**config.mk**
```make
export PLATFORM = sky130hd
export DESIGN_NAME = shader_affine_pipe
export DESIGN_NICKNAME = d
export VERILOG_FILES = /design/src/rtl/shader_affine_pipe_pkg.sv /design/src/rtl/shader_affine_sat.sv /design/src/rtl/shader_affine_pipe.sv
export SDC_FILE = /design/constraint.sdc
export NUM_CORES = 2
export LEC_CHECK = 0
export ABC_CLOCK_PERIOD_IN_PS = 9350
export CAP_MARGIN = 20
export CORE_AREA = 2 2 311 313
export DETAILED_ROUTE_END_ITERATION = 7
export DIE_AREA = 0 0 313 315
export PLACE_DENSITY = 0.7
export SYNTH_ARGS = -nofsm -noshare
export SYNTH_HDL_FRONTEND = slang
export SYNTH_SLANG_ARGS = --single-unit
```
**constraint.sdc**
```tcl
create_clock -name aclk -period 9.35 [get_ports aclk]
set_clock_uncertainty 0.2 [all_clocks]
set_input_delay 0.935 -clock aclk [delete_from_list [all_inputs] [get_ports aclk]]
set_output_delay 0.935 -clock aclk [all_outputs]
set_load 0.02 [all_outputs]
```
**src/rtl/shader_affine_pipe_pkg.sv**
```systemverilog
// -----------------------------------------------------------------------------
// shader_pkg
// Shared types and constants for the affine texture-coordinate pipeline.
//   coord_t    : unsigned screen/texture coordinate
//   mat_elem_t : signed fixed-point matrix element (F fraction bits)
//   mat_t      : 2x2 matrix held as {a, b, c, d}
//   MAT_ONE    : fixed-point 1.0
//   WRAP_CLAMP / WRAP_MOD : out-of-range policy selectors
// -----------------------------------------------------------------------------
package shader_pkg;

    localparam int W_DEF  = 12;
    localparam int MW_DEF = 16;
    localparam int F_DEF  = 8;

    localparam int WRAP_CLAMP = 0;
    localparam int WRAP_MOD   = 1;

    typedef logic unsigned [W_DEF-1:0] coord_t;
    typedef logic signed [MW_DEF-1:0]  mat_elem_t;
    typedef mat_elem_t                 mat_t [4];

    localparam mat_elem_t MAT_ONE = mat_elem_t'(1 << F_DEF);

endpackage

```
**src/rtl/shader_affine_sat.sv**
```systemverilog
// -----------------------------------------------------------------------------
// shader_affine_sat
// Combinational range reduction of a signed intermediate coordinate onto the
// unsigned W-bit texture space, flagging values outside [0, 2^W-1].
//   x   : signed input, IN_W bits
//   y   : clamped (WRAP=WRAP_CLAMP) or modulo-2^W (WRAP=WRAP_MOD) result
//   oob : x was negative or above 2^W-1
// -----------------------------------------------------------------------------
module shader_affine_sat
    import shader_pkg::*;
#(
    parameter int IN_W = 31,
    parameter int W    = 12,
    parameter int WRAP = WRAP_CLAMP
) (
    input  logic signed [IN_W-1:0] x,
    output logic        [W-1:0]    y,
    output logic                   oob
);

    // Returns {out_of_range, reduced_value}.
    function automatic logic [W:0] clamp_wrap(input logic signed [IN_W-1:0] val);
        logic         neg;
        logic         over;
        logic [W-1:0] res;
        neg  = val[IN_W-1];
        // Non-negative but with any bit set above the W-bit field.
        over = ~neg & (|val[IN_W-2:W]);
        if ((WRAP == WRAP_MOD) || !(neg | over)) begin
            res = val[W-1:0];
        end else if (neg) begin
            res = '0;
        end else begin
            res = '1;
        end
        return {neg | over, res};
    endfunction

    always_comb begin
        {oob, y} = clamp_wrap(x);
    end

endmodule

```
**src/rtl/shader_affine_pipe.sv**
```systemverilog
// -----------------------------------------------------------------------------
// shader_affine_pipe
// Three-stage pipelined affine map from screen pixel (px,py) to texture
// coordinate (tu,tv):
//   u = ((a*dx + b*dy) >>> F) + qx0,  v = ((c*dx + d*dy) >>> F) + qy0
//   with dx = px - qx, dy = py - qy.
// Ports:
//   aclk, aresetn          : clock, asynchronous active-low reset
//   cfg_wen / cfg_ready    : config load request / pipe empty and loadable
//   qx, qy, qx0, qy0, qm   : square position, texture origin, matrix {a,b,c,d}
//   s_valid/s_ready/px/py  : pixel input handshake
//   m_valid/m_ready/tu/tv/oob : result output handshake, oob = pre-range overflow
// -----------------------------------------------------------------------------
module shader_affine_pipe
    import shader_pkg::*;
#(
    parameter int W    = W_DEF,
    parameter int MW   = MW_DEF,
    parameter int F    = F_DEF,
    parameter int WRAP = WRAP_CLAMP
) (
    input  logic               aclk,
    input  logic               aresetn,
    input  logic               cfg_wen,
    output logic               cfg_ready,
    input  logic [W-1:0]       qx,
    input  logic [W-1:0]       qy,
    input  logic [W-1:0]       qx0,
    input  logic [W-1:0]       qy0,
    input  logic [3:0][MW-1:0] qm,
    input  logic               s_valid,
    output logic               s_ready,
    input  logic [W-1:0]       px,
    input  logic [W-1:0]       py,
    output logic               m_valid,
    input  logic               m_ready,
    output logic [W-1:0]       tu,
    output logic [W-1:0]       tv,
    output logic               oob
);

    localparam int DW = W + 1;      // signed pixel-to-square difference
    localparam int PW = MW + W + 1; // full-precision product
    localparam int SW = PW + 1;     // sum of two products
    localparam int OW = SW + 1;     // after origin offset

    logic en;
    logic accept;
    logic cfg_load;

    logic [W-1:0]         cfg_qx_q, cfg_qx_d, cfg_qy_q, cfg_qy_d;
    logic [W-1:0]         cfg_qx0_q, cfg_qx0_d, cfg_qy0_q, cfg_qy0_d;
    logic signed [MW-1:0] cfg_m_q [4];
    logic signed [MW-1:0] cfg_m_d [4];

    logic vld_p1_q, vld_p1_d, vld_p2_q, vld_p2_d, vld_p3_q, vld_p3_d;

    logic signed [DW-1:0] dx_p1_q, dx_p1_d, dy_p1_q, dy_p1_d;
    logic signed [PW-1:0] prod_p2_q [4];
    logic signed [PW-1:0] prod_p2_d [4];

    logic signed [SW-1:0] sum_u, sum_v;
    logic signed [OW-1:0] u_full, v_full;
    logic [W-1:0]         sat_tu, sat_tv;
    logic                 sat_oob_u, sat_oob_v;

    logic [W-1:0] tu_p3_q, tu_p3_d, tv_p3_q, tv_p3_d;
    logic         oob_p3_q, oob_p3_d;

    // Flow control: the whole pipe advances as one; a config request
    // blocks new pixels so the load can never coincide with an accept.
    always_comb begin
        en        = ~vld_p3_q | m_ready;
        s_ready   = en & ~cfg_wen;
        accept    = s_valid & s_ready;
        cfg_ready = ~(vld_p1_q | vld_p2_q | vld_p3_q);
        cfg_load  = cfg_wen & cfg_ready;
    end

    // S3 arithmetic ahead of the range unit.
    always_comb begin
        sum_u  = SW'(prod_p2_q[0]) + SW'(prod_p2_q[1]);
        sum_v  = SW'(prod_p2_q[2]) + SW'(prod_p2_q[3]);
        u_full = OW'(sum_u >>> F) + OW'($signed({1'b0, cfg_qx0_q}));
        v_full = OW'(sum_v >>> F) + OW'($signed({1'b0, cfg_qy0_q}));
    end

    shader_affine_sat #(.IN_W(OW), .W(W), .WRAP(WRAP)) u_sat_u (
        .x   (u_full),
        .y   (sat_tu),
        .oob (sat_oob_u)
    );

    shader_affine_sat #(.IN_W(OW), .W(W), .WRAP(WRAP)) u_sat_v (
        .x   (v_full),
        .y   (sat_tv),
        .oob (sat_oob_v)
    );

    always_comb begin
        cfg_qx_d  = cfg_qx_q;
        cfg_qy_d  = cfg_qy_q;
        cfg_qx0_d = cfg_qx0_q;
        cfg_qy0_d = cfg_qy0_q;
        cfg_m_d   = cfg_m_q;
        if (cfg_load) begin
            cfg_qx_d   = qx;
            cfg_qy_d   = qy;
            cfg_qx0_d  = qx0;
            cfg_qy0_d  = qy0;
            cfg_m_d[0] = $signed(qm[3]);
            cfg_m_d[1] = $signed(qm[2]);
            cfg_m_d[2] = $signed(qm[1]);
            cfg_m_d[3] = $signed(qm[0]);
        end

        vld_p1_d = vld_p1_q;
        vld_p2_d = vld_p2_q;
        vld_p3_d = vld_p3_q;
        if (en) begin
            vld_p1_d = accept;
            vld_p2_d = vld_p1_q;
            vld_p3_d = vld_p2_q;
        end

        // ---- S1: pixel minus square position ----
        dx_p1_d = dx_p1_q;
        dy_p1_d = dy_p1_q;
        if (accept) begin
            dx_p1_d = $signed({1'b0, px}) - $signed({1'b0, cfg_qx_q});
            dy_p1_d = $signed({1'b0, py}) - $signed({1'b0, cfg_qy_q});
        end

        // ---- S2: four matrix products ----
        prod_p2_d = prod_p2_q;
        if (en && vld_p1_q) begin
            prod_p2_d[0] = PW'(cfg_m_q[0]) * PW'(dx_p1_q);
            prod_p2_d[1] = PW'(cfg_m_q[1]) * PW'(dy_p1_q);
            prod_p2_d[2] = PW'(cfg_m_q[2]) * PW'(dx_p1_q);
            prod_p2_d[3] = PW'(cfg_m_q[3]) * PW'(dy_p1_q);
        end

        // ---- S3: sum, shift, offset, range-reduce ----
        tu_p3_d  = tu_p3_q;
        tv_p3_d  = tv_p3_q;
        oob_p3_d = oob_p3_q;
        if (en && vld_p2_q) begin
            tu_p3_d  = sat_tu;
            tv_p3_d  = sat_tv;
            oob_p3_d = sat_oob_u | sat_oob_v;
        end
    end

    always_ff @(posedge aclk or negedge aresetn) begin
        if (!aresetn) begin
            cfg_qx_q  <= '0;
            cfg_qy_q  <= '0;
            cfg_qx0_q <= '0;
            cfg_qy0_q <= '0;
            for (int i = 0; i < 4; i++) begin
                cfg_m_q[i] <= '0;
            end
            vld_p1_q <= 1'b0;
            vld_p2_q <= 1'b0;
            vld_p3_q <= 1'b0;
            tu_p3_q  <= '0;
            tv_p3_q  <= '0;
            oob_p3_q <= 1'b0;
        end else begin
            cfg_qx_q  <= cfg_qx_d;
            cfg_qy_q  <= cfg_qy_d;
            cfg_qx0_q <= cfg_qx0_d;
            cfg_qy0_q <= cfg_qy0_d;
            cfg_m_q   <= cfg_m_d;
            vld_p1_q  <= vld_p1_d;
            vld_p2_q  <= vld_p2_d;
            vld_p3_q  <= vld_p3_d;
            tu_p3_q   <= tu_p3_d;
            tv_p3_q   <= tv_p3_d;
            oob_p3_q  <= oob_p3_d;
        end
    end

    // Intermediate datapath carries no reset; its contents are only
    // observed when the matching stage valid is set.
    always_ff @(posedge aclk) begin
        dx_p1_q   <= dx_p1_d;
        dy_p1_q   <= dy_p1_d;
        prod_p2_q <= prod_p2_d;
    end

    assign m_valid = vld_p3_q;
    assign tu      = tu_p3_q;
    assign tv      = tv_p3_q;
    assign oob     = oob_p3_q;

endmodule

```
==> impl_results.md <==
- Outcome: complete, no violations
- Syn. warnings: 0
- I/O pin count: between 150 and 200
- 1st-pass router iterations: 6
- Area of the multi-input gates: approximately 32000 um^2
- Endpoints failing setup: 0
- Setup Slack @ Placement: between 1500 and 2000 ps
- Root Driver: clkbuf_16
- Final Hold Viols: 0
- Setup TNS: 0 ps
- Synth area leader: fa_1
- Clk buf depth: 3
- Pins Over Slew Limit: 0
- Synth top area cells: fa_1, ha_1, edfxtp_1
- Initial Util: between 40% and 50%
- EDFF count, synth: approximately 140
- Crit end category: flip-flop
- Synth cell types: 80
- Total clock sinks: 282
- Global Route Usage Sum: between 20% and 30%
- Setup ws final: roughly 1800 ps
- Gp weighted congestion: 0.865
- Vias in the first global route: roughly 33000
- DP HPWL: approximately 79000 um
- CP Data Arrival Time: 7620 ps
- Filler Cell Count: between 8000 and 9000
- Final net count: around 5800
- Share of cells above drive strength 1: 4.87%
- Row count: 114
- Critical path startpoint category: flip-flop
- Final Cycle Share: between 80% and 90%
- Dpl cell area: between 40000 and 50000 um^2
- DRC Markers: 0
- Synth top area share: between 30 and 40%
- Final Cell Area: between 40000 and 50000 um^2
- Initial antenna violation count: 3
- Synth-to-Final Area Change: 9.40%
- CP Class: reg -> reg
- Post_cts resized: 0
- CP Data Required Time: 9460 ps
- DIE WIDTH: 313 um
- Seq/Total Area, Yosys: 17.8%
- Die Area: just under 100000 um^2
- Maxcap violations: 0
- Normalized max-slew margin: a little over a quarter
- Synth Area per Inst: around 10 um^2
- First-pass GRT wire length: ~170000 um
- Total number of vias: ~30000
- Cts-stage hold buffer count: 0
- Number of buffers created by CTS: 38
- Largest stage delay, worst path: around 780 ps
- Clock Pin Slew Worst Setup and Hold Paths: about 60 ps
- Reg2reg setup slack: ~1800 ps
- H-Tree Depth: 2
- Largest fanout on the critical path: 32
- Cell family with most CP delay: adder cells
- Fmax: about 130 MHz
- Hold WC Path Type: in -> async
- Worst-Margin Slew: roughly 1100 ps
- WP buf/inv: 4
- CTS tree: yes
- Final ANT Viol Nets: 0
- RSZ-0062 raised after global routing: no
- Pin count of the biggest net entering global routing: 79
- Skew-Pair Late Insertion Delay: between 500 and 600 ps
- Prevailing post-synth register cell: edfxtp_1
- Via density per instance: between 5 and 6
- DR iter-0 viols: between 1000 and 1500
- FF-to-FF path depth: 25
- Drt wl/cell: ~17 um
- Post-Syn Instances: approximately 4400
- Register Area: approximately 8000 um^2
- GRT overflow: 0
- Die height: between 300 and 400 um
- Setup bufs post-CTS: 0
- Seq cells post-synth: 282
- Reg2reg start: dx_p1_q[1]$_DFFE_PP_
- Mapped Area: 43600 um^2
- Core area: around 96000 um^2
- Final min period: 7510 ps
- Worst R2R End: prod_p2_q[114]$_DFFE_PP_
- DRT Wirelength: 99000 um
- Critical-path top delay cell: edfxtp_1
- IO Port Bufs: between 150 and 200
- Syn_nets: about 5700
- Post-synth ARST share: between 40 and 50%
[area by class of cell]
cell class	instances	area share (%)
multi-input combinational	3099	67.3
sequential	282	16.3
inverter	830	6.53
timing repair buffer	198	4.00
tap	1276	3.35
clock buffer	47	2.11
clock inverter	22	0.451
antenna	1	0.00524
[routing by layer]
metal / track usage (%) / wire length, um / up-vias
li1: - / - / 13700
met1: 27.4 / 41600 / 15100
met2: 37.4 / 49700 / 637
met3: 3.52 / 5790 / 109
met4: 4.22 / 1800 / 2
met5: 0 / 13 / -
[cell usage after synthesis, drive strengths merged (15+ instances only)]
cell and count:
a211oi 15, a21boi 24, a21o 59, a21oi 97, and2 368, and3 19
clkbuf 162, dfrtp 140, edfxtp 142, fa 784, ha 396, inv 828
mux2 90, nand2 497, nand2b 31, nand3 23, nor2 170, nor2b 46
nor3 39, o21ai 104, xnor2 140, xor2 44
[worst max path at each step]
stage / from / end / slack [ps] / cells after the start
floorplan: dx_p1_q[1]$_DFFE_PP_ / prod_p2_q[114]$_DFFE_PP_ / 2760 / 26
global placement: dx_p1_q[1]$_DFFE_PP_ / prod_p2_q[114]$_DFFE_PP_ / 2010 / 25
detailed placement: dx_p1_q[1]$_DFFE_PP_ / prod_p2_q[114]$_DFFE_PP_ / 1880 / 25
CTS: dx_p1_q[1]$_DFFE_PP_ / prod_p2_q[114]$_DFFE_PP_ / 1860 / 25
global route: dy_p1_q[3]$_DFFE_PP_ / prod_p2_q[85]$_DFFE_PP_ / 1260 / 25
finish: dx_p1_q[1]$_DFFE_PP_ / prod_p2_q[114]$_DFFE_PP_ / 1840 / 25
[registers in the layout, summed over array words and instances (netlist names), 12 cells and up]
register and count:
cfg_m_q 64, cfg_qx0_q 12, cfg_qx_q 12, cfg_qy0_q 12, cfg_qy_q 12, dx_p1_q 13
dy_p1_q 13, prod_p2_q 116, tu 12, tv 12
[stage by stage]
step                      hold WS (ps)  utilization [%]  instances
after floorplan                    265                -       4377
after global placement             276             48.6       5685
after detailed placement           292             48.6       5685
after CTS                          235             49.9       5754
after global routing               278             49.9       5754
final                              232             49.9       5755
[placed cells by master, fill, tap and decap left out, types with 101 or more instances in the layout]
cell type	instances
ha_1	396
nor2_1	170
o21ai_0	101
and2_1	365
fa_1	784
inv_1	828
dfrtp_1	140
edfxtp_1	142
clkdlybuf4s50_1	167
xnor2_1	140
nand2_1	497
[cells by family after synthesis]
group / count (synthesis) / synth area share [%]
xor+xnor: 184 / 3.69
simple gates: 1238 / 13.8
buf+inv: 996 / 8.60
fa+ha+maj: 1180 / 47.3
compound gates: 401 / 6.25
flops: 282 / 17.8
mux: 96 / 2.46
Power is left out: the tool's default activity adds up to more than one toggle a clock period on the data nets, which glitch-free logic cannot reach.
